===== src/rtl/hazard_ctrl_pkg.sv =====
// Shared definitions for the decode hazard controller: stall vector layout,
// stall encodings and controller states.
package hazard_ctrl_pkg;

    localparam int STALL_VEC_W  = 6;
    localparam int STALL_BIT_PC = 0;
    localparam int STALL_BIT_IF = 1;
    localparam int STALL_BIT_ID = 2;
    localparam int STALL_BIT_EX = 3;
    localparam int STALL_BIT_MEM = 4;
    localparam int STALL_BIT_WB = 5;

    localparam logic [STALL_VEC_W-1:0] STALL_NONE = '0;
    // 6'b000111: hold pc/if/id while execute drains
    localparam logic [STALL_VEC_W-1:0] STALL_HAZARD =
        (6'd1 << STALL_BIT_PC) | (6'd1 << STALL_BIT_IF) | (6'd1 << STALL_BIT_ID);
    // 6'b001111: also freeze execute during a multi-cycle op
    localparam logic [STALL_VEC_W-1:0] STALL_EXBUSY = STALL_HAZARD | (6'd1 << STALL_BIT_EX);

    typedef enum logic [1:0] {
        ST_RUN   = 2'd0,
        ST_STALL = 2'd1,
        ST_FLUSH = 2'd2
    } hz_state_e;

    function automatic logic [31:0] reg_mask(input logic en, input logic [4:0] addr);
        return en ? (32'd1 << addr) : 32'd0;
    endfunction

endpackage


===== src/rtl/hazard_scoreboard.sv =====
// Register busy scoreboard: one bit per architectural register, x0 never busy.
// Writeback clears are visible to the same-cycle lookups (regfile write-through).
module hazard_scoreboard
    import hazard_ctrl_pkg::*;
(
    input  logic       clk,
    input  logic       rst,
    input  logic       set_en_i,
    input  logic [4:0] set_addr_i,
    input  logic       clr_en_i,
    input  logic [4:0] clr_addr_i,
    input  logic       rd1_en_i,
    input  logic [4:0] rd1_addr_i,
    input  logic       rd2_en_i,
    input  logic [4:0] rd2_addr_i,
    input  logic       waw_en_i,
    input  logic [4:0] waw_addr_i,
    output logic       rd1_busy_o,
    output logic       rd2_busy_o,
    output logic       waw_busy_o
);

    logic [31:0] busy_q;
    logic [31:0] busy_d;
    logic [31:0] busy_eff;
    logic [31:0] set_mask;
    logic [31:0] clr_mask;

    assign set_mask = reg_mask(set_en_i, set_addr_i);
    assign clr_mask = reg_mask(clr_en_i, clr_addr_i);
    assign busy_eff = busy_q & ~clr_mask;
    // Set applied after clear so a same-register issue and retire leaves it busy.
    assign busy_d   = (busy_eff | set_mask) & ~32'd1;

    assign rd1_busy_o = rd1_en_i & busy_eff[rd1_addr_i];
    assign rd2_busy_o = rd2_en_i & busy_eff[rd2_addr_i];
    assign waw_busy_o = waw_en_i & busy_eff[waw_addr_i];

    // NOTE: the busy bits are reset explicitly; a stale busy bit after reset
    // would stall decode forever. Non-blocking assignment for all registered state.
    always_ff @(posedge clk) begin
        if (rst) begin
            busy_q <= '0;
        end else begin
            busy_q <= busy_d;
        end
    end

endmodule


===== src/rtl/hazard_ctrl.sv =====
// Decode-stage hazard controller: RAW/WAW detection, stall/flush/issue control,
// stall statistics and a hazard-stall watchdog.
module hazard_ctrl
    import hazard_ctrl_pkg::*;
#(
    parameter int WDOG_LIMIT = 255,
    parameter int STALL_W    = 6
) (
    input  logic               clk,
    input  logic               rst,
    input  logic               id_valid_i,
    input  logic               id_reg1_read_i,
    input  logic               id_reg2_read_i,
    input  logic [4:0]         id_reg1_addr_i,
    input  logic [4:0]         id_reg2_addr_i,
    input  logic               id_wreg_i,
    input  logic [4:0]         id_wd_i,
    input  logic               wb_we_i,
    input  logic [4:0]         wb_addr_i,
    input  logic               ex_stallreq_i,
    input  logic               branch_taken_i,
    output logic [STALL_W-1:0] stall_o,
    output logic               flush_o,
    output logic               issue_o,
    output logic [31:0]        stall_cnt_o,
    output logic               deadlock_o
);

    localparam int RUN_W = $clog2(WDOG_LIMIT + 1);

    hz_state_e        state_q, state_d;
    logic [31:0]      stall_cnt_q;
    logic [RUN_W-1:0] run_cnt_q, run_cnt_d;
    logic             deadlock_q;

    logic raw1, raw2, waw, hazard;
    logic blocked, hazard_stall, sb_set_en;

    assign sb_set_en = issue_o & id_wreg_i & (id_wd_i != 5'd0);

    hazard_scoreboard u_scoreboard (
        .clk        (clk),
        .rst        (rst),
        .set_en_i   (sb_set_en),
        .set_addr_i (id_wd_i),
        .clr_en_i   (wb_we_i),
        .clr_addr_i (wb_addr_i),
        .rd1_en_i   (id_reg1_read_i),
        .rd1_addr_i (id_reg1_addr_i),
        .rd2_en_i   (id_reg2_read_i),
        .rd2_addr_i (id_reg2_addr_i),
        .waw_en_i   (id_wreg_i),
        .waw_addr_i (id_wd_i),
        .rd1_busy_o (raw1),
        .rd2_busy_o (raw2),
        .waw_busy_o (waw)
    );

    assign hazard  = raw1 | raw2 | waw;
    // Nothing stalls or issues in reset, on a taken branch, or while flushing.
    assign blocked = rst | branch_taken_i | (state_q == ST_FLUSH);

    // NOTE: every signal driven here gets a default first so no latch is inferred.
    always_comb begin
        stall_o      = '0;
        issue_o      = 1'b0;
        hazard_stall = 1'b0;
        state_d      = state_q;
        run_cnt_d    = '0;

        if (!blocked) begin
            if (ex_stallreq_i) begin
                stall_o = STALL_W'(STALL_EXBUSY);
            end else if (id_valid_i && hazard) begin
                stall_o = STALL_W'(STALL_HAZARD);
            end
            issue_o      = id_valid_i & ~hazard & ~ex_stallreq_i;
            hazard_stall = id_valid_i & hazard;
        end

        if (hazard_stall) begin
            run_cnt_d = (run_cnt_q == RUN_W'(WDOG_LIMIT)) ? run_cnt_q : run_cnt_q + 1'b1;
        end

        case (state_q)
            ST_RUN, ST_STALL: begin
                if (branch_taken_i) begin
                    state_d = ST_FLUSH;
                end else if (id_valid_i && (hazard || ex_stallreq_i)) begin
                    state_d = ST_STALL;
                end else begin
                    state_d = ST_RUN;
                end
            end
            ST_FLUSH: state_d = branch_taken_i ? ST_FLUSH : ST_RUN;
            default:  state_d = ST_RUN;
        endcase
    end

    always_ff @(posedge clk) begin
        if (rst) begin
            state_q     <= ST_RUN;
            stall_cnt_q <= '0;
            run_cnt_q   <= '0;
            deadlock_q  <= 1'b0;
        end else begin
            state_q   <= state_d;
            run_cnt_q <= run_cnt_d;
            if ((stall_o != '0) && (stall_cnt_q != '1)) begin
                stall_cnt_q <= stall_cnt_q + 32'd1;
            end
            if (run_cnt_d == RUN_W'(WDOG_LIMIT)) begin
                deadlock_q <= 1'b1;
            end
        end
    end

    assign flush_o     = (state_q == ST_FLUSH) & ~rst;
    assign stall_cnt_o = stall_cnt_q;
    assign deadlock_o  = deadlock_q;

endmodule


===== config.mk =====
export PLATFORM = sky130hd
export DESIGN_NAME = hazard_ctrl
export DESIGN_NICKNAME = d
export VERILOG_FILES = /design/src/rtl/hazard_ctrl_pkg.sv /design/src/rtl/hazard_scoreboard.sv /design/src/rtl/hazard_ctrl.sv
export SDC_FILE = /design/constraint.sdc
export NUM_CORES = 1
export LEC_CHECK = 0
export BUFFER_PORTS_ARGS = -buffer_cell sky130_fd_sc_hd__buf_2
export CAP_MARGIN = 20
export CORE_MARGIN = 1.5
export CORE_UTILIZATION = 49
export CTS_CLUSTER_SIZE = 8
export DETAILED_ROUTE_END_ITERATION = 16
export GPL_ROUTABILITY_DRIVEN = 0
export PLACE_DENSITY_LB_ADDON = 0.1
export SKIP_LAST_GASP = 1
export SYNTH_ARGS = -nofsm -noshare
export SYNTH_HDL_FRONTEND = slang
export SYNTH_HIERARCHICAL = 1
export SYNTH_SLANG_ARGS = --single-unit

===== constraint.sdc =====
create_clock -name clk -period 4.5 [get_ports clk]
set_input_delay 0.45 -clock clk [delete_from_list [all_inputs] [get_ports clk]]
set_output_delay 0.45 -clock clk [all_outputs]
set_load 0.03 [all_outputs]

==> reports/qor.csv, run 1 <==
stage,metric,value,unit
cells_and_area,ratio of cells with drive above 1 in the final layout,16.69,%
status,status,"finished, final reports clean",
worst_setup_path,Critical Path End Type,primary output,
synth,Most used DFF post-synth,dfxtp_1,
drt,mean routed wirelength per cell,17.96,µm
timing,setup_tns,0,ps
timing,Worst-Margin Slew,1034,ps
cts,H-tree levels,3,
timing,Final setup viols,0,
worst_setup_path,"Slowest-stage cell, CP",o21ai_0,
grt,GR Layer Usage met1,36.92,%
grt,global-route wire length before repair,22.29,mm
place,Placed Cells,788,
place,Detailed Place HPWL,10.42,mm
grt,largest net degree at the start of global routing,74,
grt,met2 Resource Use GR,42.18,%
synth,Yosys reg bits,74,
drt,vias per cell,6.331,
grt,met3 Use GR,6.034,%
synth,area share of the largest cell type after synthesis,30.42,%
worst_setup_path,Worst R2R Setup Slack,1150,ps
worst_setup_path,Worst Path Required,4050,ps
worst_setup_path,crit-path cells,buf_2 > nand4_1 > o21ai_0 > o2111a_1 > a311oi_1 > a31oi_1 > o41ai_1 > or4_1 > o2111ai_2 > inv_2 > buf_2,
grt,all-layer global routing usage,27.27,%
synth,Synth async-reset ratio,0,%
timing,Slew HR,30.46,%
drt,DR iter-0 viols,468,
die,chip width,102.7,µm
pwr,Final Power,1.391,mW
worst_setup_path,kind of critical path,in2out,
synth,synthesized instance count,626,
worst_setup_path,R2R cell count,12,
timing,RSZ-0062 raised after global routing,false,
place,number of port buffers,67,
timing,Worst Skew,13.67,ps
worst_setup_path,Setup crit start kind,input port,
cts,CTS max path bufs,2,
grt,initial antenna violation count,0,
drt,ANT nets after route,0,
cells_and_area,P&R area growth vs syn,11.13,%
die,Die ar.,10550,µm²
cts,clk_lat worst skew,360,ps
die,core area,9684,µm²
cells_and_area,Antenna Cells,0,
synth,main area contributors after synthesis,"dfxtp_1 30%, a21oi_1 5.8%, nand2_1 5.2%",
place,Placement Setup Slack,383.0,ps
pwr,Cell Pwr Density,257.0,nW/µm²
drt,detailed-route via count,5090,
worst_setup_path,Setup crit end,stall_o[2],
synth,Post-Syn Area,4870,µm²
timing,crit path time final,3873,ps
die,Die Y,102.7,µm
drt,drt total wl,14.44,mm
cells_and_area,"Design Area, Final",5411,µm²
synth,Post-synth EDFFs,0,
pwr,Leakage,1.890,nW
cts,# hold bufs at CTS,0,
timing,Max Clk Rate,0.2582,GHz
cts,"Clk pin slew, worst setup/hold paths",80,ps
hold_path,worst hold path type,in2reg,
synth,post-synth cell types,73,
die,# rows,36,
synth,most common library cells after synthesis,"74 x dfxtp_1, 68 x nand2_1, 56 x a21oi_1, 43 x nor2_1, 38 x o21ai_0",
worst_setup_path,worst r2r dst,u_scoreboard/busy_q[9],
die,starting density of the core,50.28,%
timing,fin crit share,86.06,%
cts,post-CTS setup buffer count,0,
grt,grt ovf,0,
cts,CTS tree,yes,
cts,Root Driver,clkbuf_8,
die,# IOs,70,
timing,Setup WS post-layout,627.3,ps
job,Max Cap Viol,0,
cells_and_area,Post-Layout Cell Count,804,
drt,drt pass-1 iters,5,
cts,post-CTS resize count,0,
timing,hold_ws,349.3,ps
worst_setup_path,worst r2r src,u_scoreboard/busy_q[23],
grt,grt peak-use layer,met2,
synth,YS warnings,6,
synth,syn avg cell area,7.779,µm²
worst_setup_path,crit-path max cell delay,620,ps
worst_setup_path,CP max FO,11,
synth,"area leader, netlist",dfxtp_1,
place,Area after DPL,5194,µm²
pwr,maximum vdd drop,0.0001440,V
worst_setup_path,critical path arrival,3420,ps
drt,# DRC,0,
synth,"count leader, synth",dfxtp_1,
worst_setup_path,Setup crit start,wb_addr_i[2],
worst_setup_path,"most used cell, CP",buf_2,
cts,CTS buffer count,9,
grt,vias in the first global route,4500,
timing,"Slew Viols, Final",0,
cts,TritonCTS Sinks,74,
timing,"Hold Vio Cnt, Final",0,
synth,sequential fraction of the synthesis area,30.42,%
cells_and_area,# nets final,697,
cells_and_area,post-layout util,55.88,%
==> flip-flops by register name (all words and copies together) (netlist names) <==
signal               cells
stall_cnt_o             32
state_q                  2
u_scoreboard/busy_q     31
deadlock_o               1
run_cnt_q                8
==> how the worst min path moves through the flow <==
stage                         from         end  slack (ps)  cells past startpoint
global placement        state_q[0]  state_q[1]         410                      1
floorplan               state_q[0]  state_q[1]         400                      1
finish              branch_taken_i  state_q[1]         350                      3
CTS                 branch_taken_i  state_q[1]         330                      3
global route        branch_taken_i  state_q[1]         350                      3
detailed placement      state_q[0]  state_q[1]         420                      1
==> report_power, final <==
group / switching, mW / leakage, nW / internal (mW)
combinational: 0.105 / 1.19 / 0.0437
sequential: 0.00224 / 0.596 / 0.656
clock: 0.269 / 0.107 / 0.315
==> per-layer routing <==
metal,up-vias,part of all wire [%]
met5,-,0
met4,0,2.3
met3,30,9.7
met2,258,45
met1,2368,43
li1,2434,-
==> placed cells by master, fill, tap and decap left out, types with 3 or more instances in the layout <==
cell type   n
nand2b_1   16
o221ai_1    3
mux2_2     12
a211oi_1    5
a2111oi_0   4
buf_4       3
and3_1      3
nor4_1      8
a21oi_1    56
dfxtp_1    74
clkbuf_8    9
o311a_1     4
nor3_1      8
nand4_1    14
a31oi_1     6
o211ai_1    7
o22ai_1     3
o21ai_1     3
or3_1      14
xnor2_1     7
and4_1      9
nand4_2     3
nand2_1    68
nand4b_1    3
o2111ai_1   4
nand3_1    23
inv_1      14
buf_2      67
o21ai_0    38
and2_1     11
nor2b_1    14
o31ai_1    11
nand3b_1    3
nor2_1     43
mux2i_1    20
a311oi_1   12
o41ai_1     3
or4_1      15
==> cell type report <==
class                   instances  area, µm²
repair buffers                 70      357.8
clock buffers                  10      127.6
fillers                       940       4273
well taps                     133      166.4
clock inverters                 6      90.09
inverters                      15      56.30
flip-flops and latches         74       1481
multi-input cells             496       3132
==> logic make-up (layout without fill, tap and decap cells) <==
| family | after synthesis | count (layout) | synth area share (%) |
|---|---|---|---|
| XOR/XNOR | 9 | 9 | 1.619 |
| multiplexers | 33 | 33 | 7.117 |
| AO/OA/AOI/OAI | 178 | 178 | 24.10 |
| flip-flops | 74 | 74 | 30.42 |
| other | 1 | 2 | 0.07701 |
| AND/OR/NAND/NOR | 272 | 272 | 30.81 |
| buffers and inverters | 57 | 101 | 5.344 |
| adder cells (fa/ha/maj) | 2 | 2 | 0.5138 |
==> worst max-delay path, delay by kind of cell <==
kind                   cells  cell delay [ps]
buffers and inverters      3              550
and+or+nand+nor            2              830
AOI/OAI and AO/OA          6             1570
No activity file was read; power rests on OpenSTA's default activity.
==> inputs of run 2 (changes only) <==
Settings changed: CORE_ASPECT_RATIO set to 0.8.
==> reports/qor.csv, run 2 (synthesized netlist as in run 1, its figures left out) <==
stage,metric,value,unit,change
status,status,"finished, final reports clean",,
worst_setup_path,"Slowest-stage cell, CP",o21ai_0,,
worst_setup_path,cell count along the critical path,11,,unchanged
drt,detailed-route via count,5215,,+2.5%
die,# rows,32,,-11%
drt,DR iter-0 viols,681,,+46%
place,Placed Cells,792,,+0.51%
cells_and_area,sequential cell area,1481,µm²,unchanged
timing,Worst Skew,12.07,ps,-1.598 ps
pwr,Cell Pwr Density,292.9,nW/µm²,+14%
timing,Final setup viols,0,,unchanged
die,Die ar.,10550,µm²,about the same
drt,# DRC,0,,unchanged
cts,# hold bufs at CTS,0,,unchanged
cts,Root Driver,clkbuf_16,,
die,core area,9649,µm²,-0.36%
cells_and_area,# nets final,698,,+0.14%
grt,all-layer global routing usage,28.73,%,+1.5 points
drt,drt total wl,14.90,mm,+3.2%
drt,mean routed wirelength per cell,18.45,µm,+2.7%
die,# IOs,70,,unchanged
worst_setup_path,CP max FO,11,,unchanged
worst_setup_path,CP Buf/Inv Count,3,,unchanged
grt,vias in the first global route,4547,,+1.0%
worst_setup_path,Critical Path End Type,primary output,,
timing,crit path time final,3864,ps,-8.780 ps
die,chip width,114.5,µm,+11%
worst_setup_path,R2R cell count,11,,-1
worst_setup_path,crit-path cells,buf_2 > nand2b_1 > o21ai_0 > o2111a_1 > a311oi_1 > a31oi_1 > o41ai_1 > or4_1 > o2111ai_2 > inv_2 > buf_2,,
worst_setup_path,Worst Path Required,4050,ps,about the same
cells_and_area,multi-input logic area,3132,µm²,unchanged
die,starting density of the core,50.47,%,+0.18 points
cts,H-tree levels,3,,unchanged
cts,post-CTS setup buffer count,0,,unchanged
drt,ANT nets after route,0,,unchanged
worst_setup_path,critical path arrival,3410,ps,about the same
timing,"Slew Viols, Final",0,,unchanged
die,Die Y,92.17,µm,-10%
grt,initial antenna violation count,0,,unchanged
timing,RSZ-0062 raised after global routing,false,,
cts,CTS tree,yes,,
cells_and_area,P&R area growth vs syn,13.85,%,
timing,setup_tns,0,ps,unchanged
worst_setup_path,Setup crit start,wb_addr_i[0],,
timing,hold_ws,347.9,ps,-1.377 ps
cells_and_area,Post-Layout Cell Count,808,,+0.50%
worst_setup_path,crit-path max cell delay,650,ps,+30 ps
worst_setup_path,Setup crit start kind,input port,,
worst_setup_path,kind of critical path,in2out,,
cts,post-CTS resize count,0,,unchanged
cells_and_area,number of flip-flops in the largest register,32,,unchanged
grt,global-route wire length before repair,23.84,mm,+6.9%
worst_setup_path,worst r2r src,u_scoreboard/busy_q[2],,
place,number of port buffers,67,,unchanged
cells_and_area,ratio of cells with drive above 1 in the final layout,16.96,%,+0.27 points
job,Max Cap Viol,0,,unchanged
drt,drt pass-1 iters,6,,+1
cts,TritonCTS Sinks,74,,unchanged
timing,fin crit share,85.87,%,-0.20 points
cells_and_area,# fillers,927,,-1.4%
hold_path,worst hold path type,in2reg,,
hold_path,worst hold stages,3,,unchanged
cts,CTS max path bufs,2,,unchanged
grt,grt ovf,0,,unchanged
timing,Max Clk Rate,0.2588,GHz,+0.23%
pwr,maximum vdd drop,0.0002339,V,+62%
cells_and_area,Antenna Cells,0,,unchanged
hold_path,Hold Startpoint,branch_taken_i,,
timing,Slew HR,25.19,%,-5.3 points
cts,"Clk pin slew, worst setup/hold paths",60,ps,-20 ps
cts,clk_lat worst skew,340,ps,-20 ps
timing,"Hold Vio Cnt, Final",0,,unchanged
cells_and_area,"commonest non-fill, non-tap cell in the layout",dfxtp_1,,
cts,CTS buffer count,9,,unchanged
grt,largest net degree at the start of global routing,74,,unchanged
timing,Worst-Margin Slew,1112,ps,+78.32 ps
pwr,Leakage,1.952,nW,+3.3%
place,Detailed Place HPWL,10.61,mm,+1.8%
worst_setup_path,"Largest delay share family, worst path",compound AO/OA/AOI/OAI gates,,
drt,vias per cell,6.454,,+1.9%
cells_and_area,"commonest cells after routing, fill and taps aside","74 x dfxtp_1, 68 x nand2_1, 67 x buf_2, 56 x a21oi_1, 43 x nor2_1",,
worst_setup_path,"most used cell, CP",buf_2,,
## run 2: changes by cell type in the layout (fill, tap and decap cells not counted), sizes merged
cell	change
inv	-1
clkbuf	+2
buf	+1
clkinv	-1
## run 2: worst paths after layout
kind	end	slack, ps
worst max register to register	stall_cnt_o[29]	1220
worst min-delay path	state_q[1]	350
worst min register to register	state_q[1]	420
worst max-delay path	stall_o[0]	640
## run 2: power by group
group / switching, mW / leakage (nW) / internal [mW]
logic: 0.107 / 1.19 / 0.0437
clock network: 0.284 / 0.165 / 0.530
registers: 0.00216 / 0.596 / 0.657
## run 2: per-stage QoR
stage	worst slack [ps]	instance area, µm²	util [%]	total power [mW]
4_1_cts	711.9	5544	57.46	1.634
2_1_floorplan	581.4	4873	-	0.7747
3_3_place_gp	478.7	5205	53.94	0.8186
5_1_grt	549.3	5544	57.46	1.679
3_5_place_dp	484.3	5205	53.94	0.8193
6_report	636.1	5544	57.46	1.624
## run 2: worst min-delay path, cell delays in order
cell	delay, ps
buf_2	110
inv_1	50
a211oi_1	30
## run 2: cell type report
class / count / area share, %
timing repair buffer: 71 / 6.590
multi-input combinational: 496 / 56.49
clock inverter: 4 / 1.309
sequential: 74 / 26.72
inverter: 15 / 1.016
clock buffer: 12 / 4.807
tap: 136 / 3.069
## run 2: metal layers
| metal | GRT usage (%) | vias up | wire length, µm | part of all wire [%] |
|---|---|---|---|---|
| li1 | - | 2441 | - | - |
| met1 | 42.86 | 2457 | 6841 | 46 |
| met2 | 41.12 | 285 | 6354 | 43 |
| met3 | 6.147 | 32 | 1438 | 9.6 |
| met4 | 8.125 | 0 | 269 | 1.8 |
| met5 | 0 | - | 0 | 0 |
